### src/rtl/load_store_unit.sv
// Data-memory interface: turns single-cycle load/store intent into a request/ready bus
// transaction, stalling the datapath until the access completes or faults.
module load_store_unit #(
    parameter int TIMEOUT_CYCLES = 64
) (
    input  logic        clock,
    input  logic        reset,
    input  logic        memory_read,
    input  logic        memory_write,
    input  logic        byte_access,
    input  logic [31:0] address,
    input  logic [31:0] write_data,
    output logic [31:0] read_data,
    output logic        stall,
    output logic        fault,
    output logic        bus_request,
    output logic        bus_write,
    output logic [31:0] bus_address,
    output logic [31:0] bus_write_data,
    output logic [3:0]  bus_byte_enable,
    input  logic        bus_ready,
    input  logic [31:0] bus_read_data,
    input  logic        bus_error
);

    typedef enum logic [1:0] {IDLE, ACCESS, DONE} state_t;

    localparam logic [7:0] COUNT_LAST = 8'(TIMEOUT_CYCLES - 1);

    state_t          state;
    logic [7:0]      count;
    logic            cap_byte;
    logic [1:0]      cap_lane;
    logic            request;
    logic            misaligned;
    logic [3:0][7:0] read_lanes;
    logic [31:0]     load_value;

    assign request    = memory_read | memory_write;
    assign misaligned = !byte_access && (address[1:0] != 2'b00);
    assign read_lanes = bus_read_data;

    // Byte loads pick the captured lane and zero-extend; word loads pass through.
    always_comb begin
        load_value = bus_read_data;
        if (cap_byte)
            load_value = {24'h0, read_lanes[cap_lane]};
    end

    // Stall rises in the same cycle as the request so the PC never advances past it.
    assign stall = reset && ((state == IDLE && request) || state == ACCESS);

    always_ff @(posedge clock or negedge reset) begin
        if (!reset) begin
            state           <= IDLE;
            count           <= 8'h0;
            cap_byte        <= 1'b0;
            cap_lane        <= 2'b00;
            read_data       <= 32'h0;
            fault           <= 1'b0;
            bus_request     <= 1'b0;
            bus_write       <= 1'b0;
            bus_address     <= 32'h0;
            bus_write_data  <= 32'h0;
            bus_byte_enable <= 4'h0;
        end else begin
            fault <= 1'b0;
            case (state)
                IDLE: begin
                    if (request) begin
                        bus_write       <= memory_write;
                        bus_address     <= {address[31:2], 2'b00};
                        bus_byte_enable <= byte_access ? (4'b0001 << address[1:0]) : 4'b1111;
                        bus_write_data  <= byte_access ? {4{write_data[7:0]}} : write_data;
                        cap_byte        <= byte_access;
                        cap_lane        <= address[1:0];
                        count           <= 8'h0;
                        if (misaligned) begin
                            fault     <= 1'b1;
                            read_data <= 32'h0;
                            state     <= DONE;
                        end else begin
                            bus_request <= 1'b1;
                            state       <= ACCESS;
                        end
                    end
                end
                ACCESS: begin
                    // A ready in the last allowed cycle still completes normally.
                    if (bus_ready) begin
                        bus_request <= 1'b0;
                        state       <= DONE;
                        if (bus_error) begin
                            fault     <= 1'b1;
                            read_data <= 32'h0;
                        end else if (!bus_write) begin
                            read_data <= load_value;
                        end
                    end else if (count == COUNT_LAST) begin
                        bus_request <= 1'b0;
                        fault       <= 1'b1;
                        read_data   <= 32'h0;
                        state       <= DONE;
                    end else begin
                        count <= count + 8'h1;
                    end
                end
                DONE:    state <= IDLE;
                default: state <= IDLE;
            endcase
        end
    end

endmodule

### config.mk
export PLATFORM = sky130hd
export DESIGN_NAME = load_store_unit
export DESIGN_NICKNAME = d
export VERILOG_FILES = /design/src/rtl/load_store_unit.sv
export SDC_FILE = /design/constraint.sdc
export NUM_CORES = 1
export LEC_CHECK = 0
export ABC_AREA = 1
export BUFFER_PORTS_ARGS = -buffer_cell sky130_fd_sc_hd__clkbuf_2
export CELL_PAD_IN_SITES_DETAIL_PLACEMENT = 0
export CELL_PAD_IN_SITES_GLOBAL_PLACEMENT = 1
export CORE_ASPECT_RATIO = 0.6
export CORE_MARGIN = 4
export CORE_UTILIZATION = 35
export CTS_BUF_LIST = sky130_fd_sc_hd__clkbuf_4 sky130_fd_sc_hd__clkbuf_8
export DETAILED_ROUTE_END_ITERATION = 8
export PLACE_DENSITY_LB_ADDON = 0.1
export SYNTH_ARGS = -nofsm -noshare
export SYNTH_HDL_FRONTEND = slang
export SYNTH_SLANG_ARGS = --single-unit
### constraint.sdc
create_clock -name clock -period 1.9 [get_ports clock]
set_input_delay 0.38 -clock clock [delete_from_list [all_inputs] [get_ports clock]]
set_output_delay 0.38 -clock clock [all_outputs]
set_load 0.03 [all_outputs]
==> metrics, run 1 <==
buffers added on ports 204; Leak Pwr 3.89 nW; Tot Pwr 12.0 mW; # DRC 0; critical path depth in cells 4; clk_lat worst skew 0.43 ns; vias in the first global route 4702; fin area 0.00687 mm^2; Layout Nets 960; CP max FO 9; GR Util All Layers 0.187; WS Path Type reg -> out; worst reg-to-reg path cell count 8; Power per Cell Area 1740 mW/mm^2; Synth Area per Inst 7.94 um^2; multi-input logic area 0.00200 mm^2; min Tclk post-route 1.81 ns; synth unique cells 32; CP peak stage delay 0.42 ns; row cnt 34; Switching Fraction 0.469; Required @ worst endpoint 1.52 ns; Least-Margin Pin Slew 0.638 ns; Combinational Power Share 0.459; Register Area 0.00285 mm^2; Routed WL 15700 um; Sequential Power Share 0.327; I/O pins 207; TritonCTS Buffers 17; Critical path origin state[1]$_DFFE_PN0P_; clock share of power 0.214; Slew HR 0.574; CP top delay family flip-flops; via count 4825; Die ar. 0.0169 mm^2; worst reg2reg endpoint read_data[25]$_DFFE_PN0P_; # fillers 1486; core area 0.0145 mm^2; largest net degree at the start of global routing 115; gpl congestion 0.851; Die H 102 um; r2r startpoint state[1]$_DFFE_PN0P_; register area share after synthesis 0.550; initial antenna violation count 0; Int Pwr 6.35 mW; Final Worst Setup Slack 0.0910 ns; worst-path cell chain nor2_4, nand2_4, a21boi_2, buf_4; routed length per placed instance 14.7 um; total gr overflow 0; max cap viols 0; Final Hold Viols 0; status finished clean; crit path to stall; RSZ-0062 raised after global routing false; clk buf depth 2; Worst Skew 0.0186 ns; Initial Util 0.357; HPWL after DPL 11400 um; Synth Instances 653; Tcrit/Tclk final 0.952; Clk pin slew, worst setup/hold paths 0.08 ns; CP Capture Type primary output; CTS tree done; Synth Register Bits 114; startpoint class of the critical path flip-flop; sum of negative setup slack 0 ns; NetSw 5.61 mW; ANT cells 0; CTS root buf clkbuf_8; Buf/Inv on CP 1; fin. max-slew vios 0; layout cell share with drive strength beyond 1 0.315; Cell Area, Placed 0.00640 mm^2; flop2flop setup slack 0.24 ns; H-tree depth 4; Hold Crit Class in -> async; Area Growth Syn to Fin 32.6%; via/cell ratio 4.52; Peak VDD IR 0.000805 V; Fmax 553 MHz; Critical Path Slowest Stage Cell dfrtp_1; DRT Pass-1 Iters 5; final setup violating endpoints 0; Detailed Route Iter0 Violations 260; Data arrival, critical path 1.43 ns; die width 165 um; global-route wire length before repair 24500 um; count of warnings emitted by yosys 0; clk sinks 114; post-synthesis cell area 0.00518 mm^2; dpl ws 0.193 ns; ANT nets after route 0
synthesized netlist by cell type:
cell | count | share of area
nand2_1 | 271 | 0.20
buf_4 | 4 | 0.0058
or2_2 | 2 | 0.0024
inv_2 | 3 | 0.0022
nand3_1 | 13 | 0.013
nand4_2 | 1 | 0.0024
xor2_1 | 1 | 0.0017
clkbuf_2 | 1 | 0.00096
o21ai_0 | 25 | 0.024
nor2_2 | 2 | 0.0024
nand2_4 | 1 | 0.0022
nor3_1 | 7 | 0.0068
conb_1 | 1 | 0.00072
clkinv_1 | 1 | 0.00072
o21bai_1 | 1 | 0.0014
nor2_4 | 2 | 0.0043
inv_1 | 44 | 0.032
clkbuf_1 | 9 | 0.0065
nand3_4 | 1 | 0.0034
dfrtp_1 | 114 | 0.55
a21oi_1 | 14 | 0.014
ha_1 | 1 | 0.0024
a21boi_0 | 1 | 0.0014
buf_2 | 14 | 0.014
nor2_1 | 75 | 0.054
nand4_1 | 2 | 0.0024
a31oi_1 | 24 | 0.029
o21a_1 | 1 | 0.0014
buf_1 | 1 | 0.00072
o211ai_1 | 1 | 0.0014
nand2_2 | 12 | 0.014
buf_6 | 3 | 0.0065
area by class of cell:
class	instances	share of cell area
Tap cell	198	0.0360
Timing Repair Buffer	215	0.167
Multi-Input combinational cell	460	0.291
Inverter	48	0.0262
Clock inverter	14	0.0297
Sequential cell	114	0.415
Clock buffer	18	0.0351
registers in the layout (all words and copies together) (netlist names):
name	cells
fault	1
read_data	32
bus_byte_enable	4
cap_lane	2
bus_write_data	32
bus_request	1
cap_byte	1
state	2
bus_address	30
count	8
bus_write	1
power groups by stage:
stage	clock network [mW]	logic (mW)	registers [mW]
finish	2.57	5.48	3.91
global route	2.76	6.00	4.02
CTS	2.65	5.53	3.92
detailed placement	0	5.50	3.92
global placement	0	5.42	3.93
floorplan	0	2.18	5.50
cell families after synthesis:
kind of cell,synth area share
AOI/OAI and AO/OA,0.0724
buffers and inverters,0.0688
DFF,0.550
other,0.000723
adders and majority gates,0.00241
xor gates and xnor gates,0.00169
and+or+nand+nor,0.304
cell usage in the layout (no fill, tap or decap), types with 7 or more instances in the layout:
| cell | n |
|---|---|
| o21ai_0 | 25 |
| dfrtp_1 | 114 |
| a31oi_1 | 24 |
| a21oi_1 | 14 |
| inv_1 | 44 |
| nor2_1 | 74 |
| nand2_1 | 270 |
| nor3_1 | 7 |
| clkbuf_2 | 202 |
| buf_4 | 9 |
| nand3_1 | 13 |
| clkbuf_8 | 17 |
| nand2_2 | 12 |
stage by stage:
| stage | utilization | hold slack [ns] | instances |
|---|---|---|---|
| final | 0.474 | 0.0700 | 1067 |
| after detailed placement | 0.441 | 0.465 | 1034 |
| after global routing | 0.474 | 0.106 | 1067 |
| after floorplan | - | 0.0844 | 654 |
| after CTS | 0.473 | 0.0970 | 1067 |
| after global placement | 0.441 | 0.460 | 1034 |
layer usage:
metal | global-route usage | up-vias | part of all wire
li1 | - | 2431 | -
met1 | 0.269 | 2238 | 0.49
met2 | 0.266 | 144 | 0.43
met3 | 0.0661 | 12 | 0.078
met4 | 0.0562 | 0 | 0.0092
met5 | 0 | - | 0
worst reg2reg max path: cells and delay by family (launching register included):
family,cells,cell delay (ns)
buffers and inverters,2,0.37
and+or+nand+nor,6,0.82
DFF,1,0.42
worst min path at each step:
stage	cells past startpoint	to	from
floorplan	0	bus_address[10]$_DFFE_PN0P_	reset
global placement	2	bus_address[30]$_DFFE_PN0P_	bus_address[30]$_DFFE_PN0P_
detailed placement	2	read_data[13]$_DFFE_PN0P_	read_data[13]$_DFFE_PN0P_
CTS	3	bus_address[19]$_DFFE_PN0P_	address[19]
global route	2	bus_write_data[0]$_DFFE_PN0P_	reset
finish	2	bus_address[20]$_DFFE_PN0P_	reset
what timing repair did:
| item | CTS | global route |
|---|---|---|
| endpoints found under the hold margin | 0 | 0 |
| resized for setup | 4 | 3 |
| cloned | 0 | 0 |
| setup buffers | 1 | 0 |
| endpoints found under the setup margin | 1 | 5 |
| hold buffers | 0 | 0 |
| pin swaps | 1 | 0 |
(Power assumes the default switching activity.)
==> run 2, diff against run 1 <==
- GPL_TIMING_DRIVEN: default -> 1
- REMOVE_ABC_BUFFERS: default -> 1
- clock period: 1.9 -> 2 ns (I/O delays scaled with it)
==> run 2 against run 1 <==
Compared with the run above:
- clock skew shrank 0.0050 ns
- die area unchanged
- first-iteration DRC count up 2.3%
- sequential power is 4% lower
- largest power group unchanged
==> metrics, run 2 (synthesized netlist as in run 1, its figures left out) <==
status finished clean; GR Util All Layers 0.183; # DRC 0; Hold Crit Class in -> async; Combinational Power Share 0.452; Area Growth Syn to Fin 33.3%; Final Hold Viols 0; Die H 102 um; Initial Util 0.357; final cell count without fillers 1068; Top Registers bus_write_data x32, read_data x32, bus_address x30; gpl congestion 0.845; Routed WL 15200 um; via count 4789; hold buffers post-CTS 0; Critical Path Slowest Stage Cell dfrtp_1; RSZ-0062 raised after global routing false; die width 165 um; ANT cells 0; ANT nets after route 0; flop2flop setup slack 0.24 ns; initial antenna violation count 0; worst-path cell chain nor2_4, nand2_2, a21boi_1, buf_4; CP max FO 6; CTS root buf clkbuf_8; Detailed Route Iter0 Violations 266; min Tclk post-route 1.88 ns; HPWL after DPL 10900 um; I/O pins 207; most frequent cells in the layout 270 x nand2_1, 202 x clkbuf_2, 114 x dfrtp_1; buffers added on ports 204; Final Worst Setup Slack 0.118 ns; row cnt 34; clk sinks 114; placed insts 1036; NetSw 5.35 mW; commonest non-fill, non-tap cell in the layout nand2_1; largest net degree at the start of global routing 115; global-route wire length before repair 24400 um; dpl ws 0.278 ns; setup bufs post-CTS 0; Power per Cell Area 1670 mW/mm^2; CP top delay family flip-flops; DRT Pass-1 Iters 4; vias in the first global route 4742; CP Capture Type primary output; Switching Fraction 0.464; clk_lat worst skew 0.43 ns; Peak VDD IR 0.000829 V; WS Path Type reg -> out; post_cts resized 3; Post-Route Hold Slack 0.0499 ns; H-tree depth 4; via/cell ratio 4.48; layout cell share with drive strength beyond 1 0.315; CP peak stage delay 0.42 ns; max cap viols 0; startpoint class of the critical path flip-flop; Tcrit/Tclk final 0.941; final setup violating endpoints 0; Worst Skew 0.0136 ns; total gr overflow 0; Required @ worst endpoint 1.60 ns; clock share of power 0.222; Leak Pwr 3.91 nW; Data arrival, critical path 1.48 ns; Slew HR 0.566; fin. max-slew vios 0; Die ar. 0.0169 mm^2; clk buf depth 2; core area 0.0145 mm^2; TritonCTS Buffers 17; Fmax 531 MHz; Clk pin slew, worst setup/hold paths 0.08 ns; # fillers 1458; Sequential Power Share 0.326; Layout Nets 961; Least-Margin Pin Slew 0.650 ns; routed length per placed instance 14.2 um; Buf/Inv on CP 1; Int Pwr 6.19 mW; CTS tree done
-- run 2: per-layer routing --
metal,wire [um],share of wire,vias to the layer above,global-route usage
li1,-,-,2434,-
met1,7530,0.50,2210,0.267
met2,6610,0.43,135,0.266
met3,967,0.064,10,0.0512
met4,96,0.0063,0,0.0550
met5,0,0,-,0
-- run 2: cell type report --
| type | instances | area (um^2) | area share |
|---|---|---|---|
| clock buffers | 17 | 234 | 0.0338 |
| clock inverters | 15 | 231 | 0.0335 |
| inverters | 48 | 180 | 0.0261 |
| multi-input cells | 460 | 1990 | 0.288 |
| flip-flops and latches | 114 | 2850 | 0.413 |
| well taps | 198 | 248 | 0.0358 |
| repair buffers | 216 | 1180 | 0.170 |
-- run 2: final timing paths --
path / startpoint / end / depth (start not counted)
worst min-delay path: reset / count[1]$_DFFE_PN0P_ / 2
worst max-delay path: state[0]$_DFFE_PN0P_ / stall / 4
min in group clock: address[10] / bus_address[10]$_DFFE_PN0P_ / 3
max in group asynchronous: reset / state[1]$_DFFE_PN0P_ / 2
worst min register to register: bus_address[3]$_DFFE_PN0P_ / bus_address[3]$_DFFE_PN0P_ / 2
worst max register to register: cap_lane[1]$_DFFE_PN0P_ / read_data[3]$_DFFE_PN0P_ / 6
-- run 2: power groups by stage --
| stage | combinational [mW] | sequential, mW | clock, mW |
|---|---|---|---|
| finish | 5.21 | 3.76 | 2.56 |
| global route | 5.73 | 3.87 | 2.74 |
| CTS | 5.27 | 3.76 | 2.64 |
| detailed placement | 5.26 | 3.78 | 0 |
| global placement | 5.21 | 3.77 | 0 |
| floorplan | 1.78 | 5.29 | 0 |
-- run 2: metrics by stage --
stage / power, mW / instance area [um^2] / util / setup TNS [ns]
3_5_place_dp: 9.04 / 6440 / 0.444 / 0
4_1_cts: 11.7 / 6910 / 0.477 / 0
3_3_place_gp: 8.97 / 6440 / 0.444 / 0
6_report: 11.5 / 6910 / 0.477 / 0
5_1_grt: 12.3 / 6910 / 0.477 / 0
2_1_floorplan: 7.07 / 5010 / - / -33.84
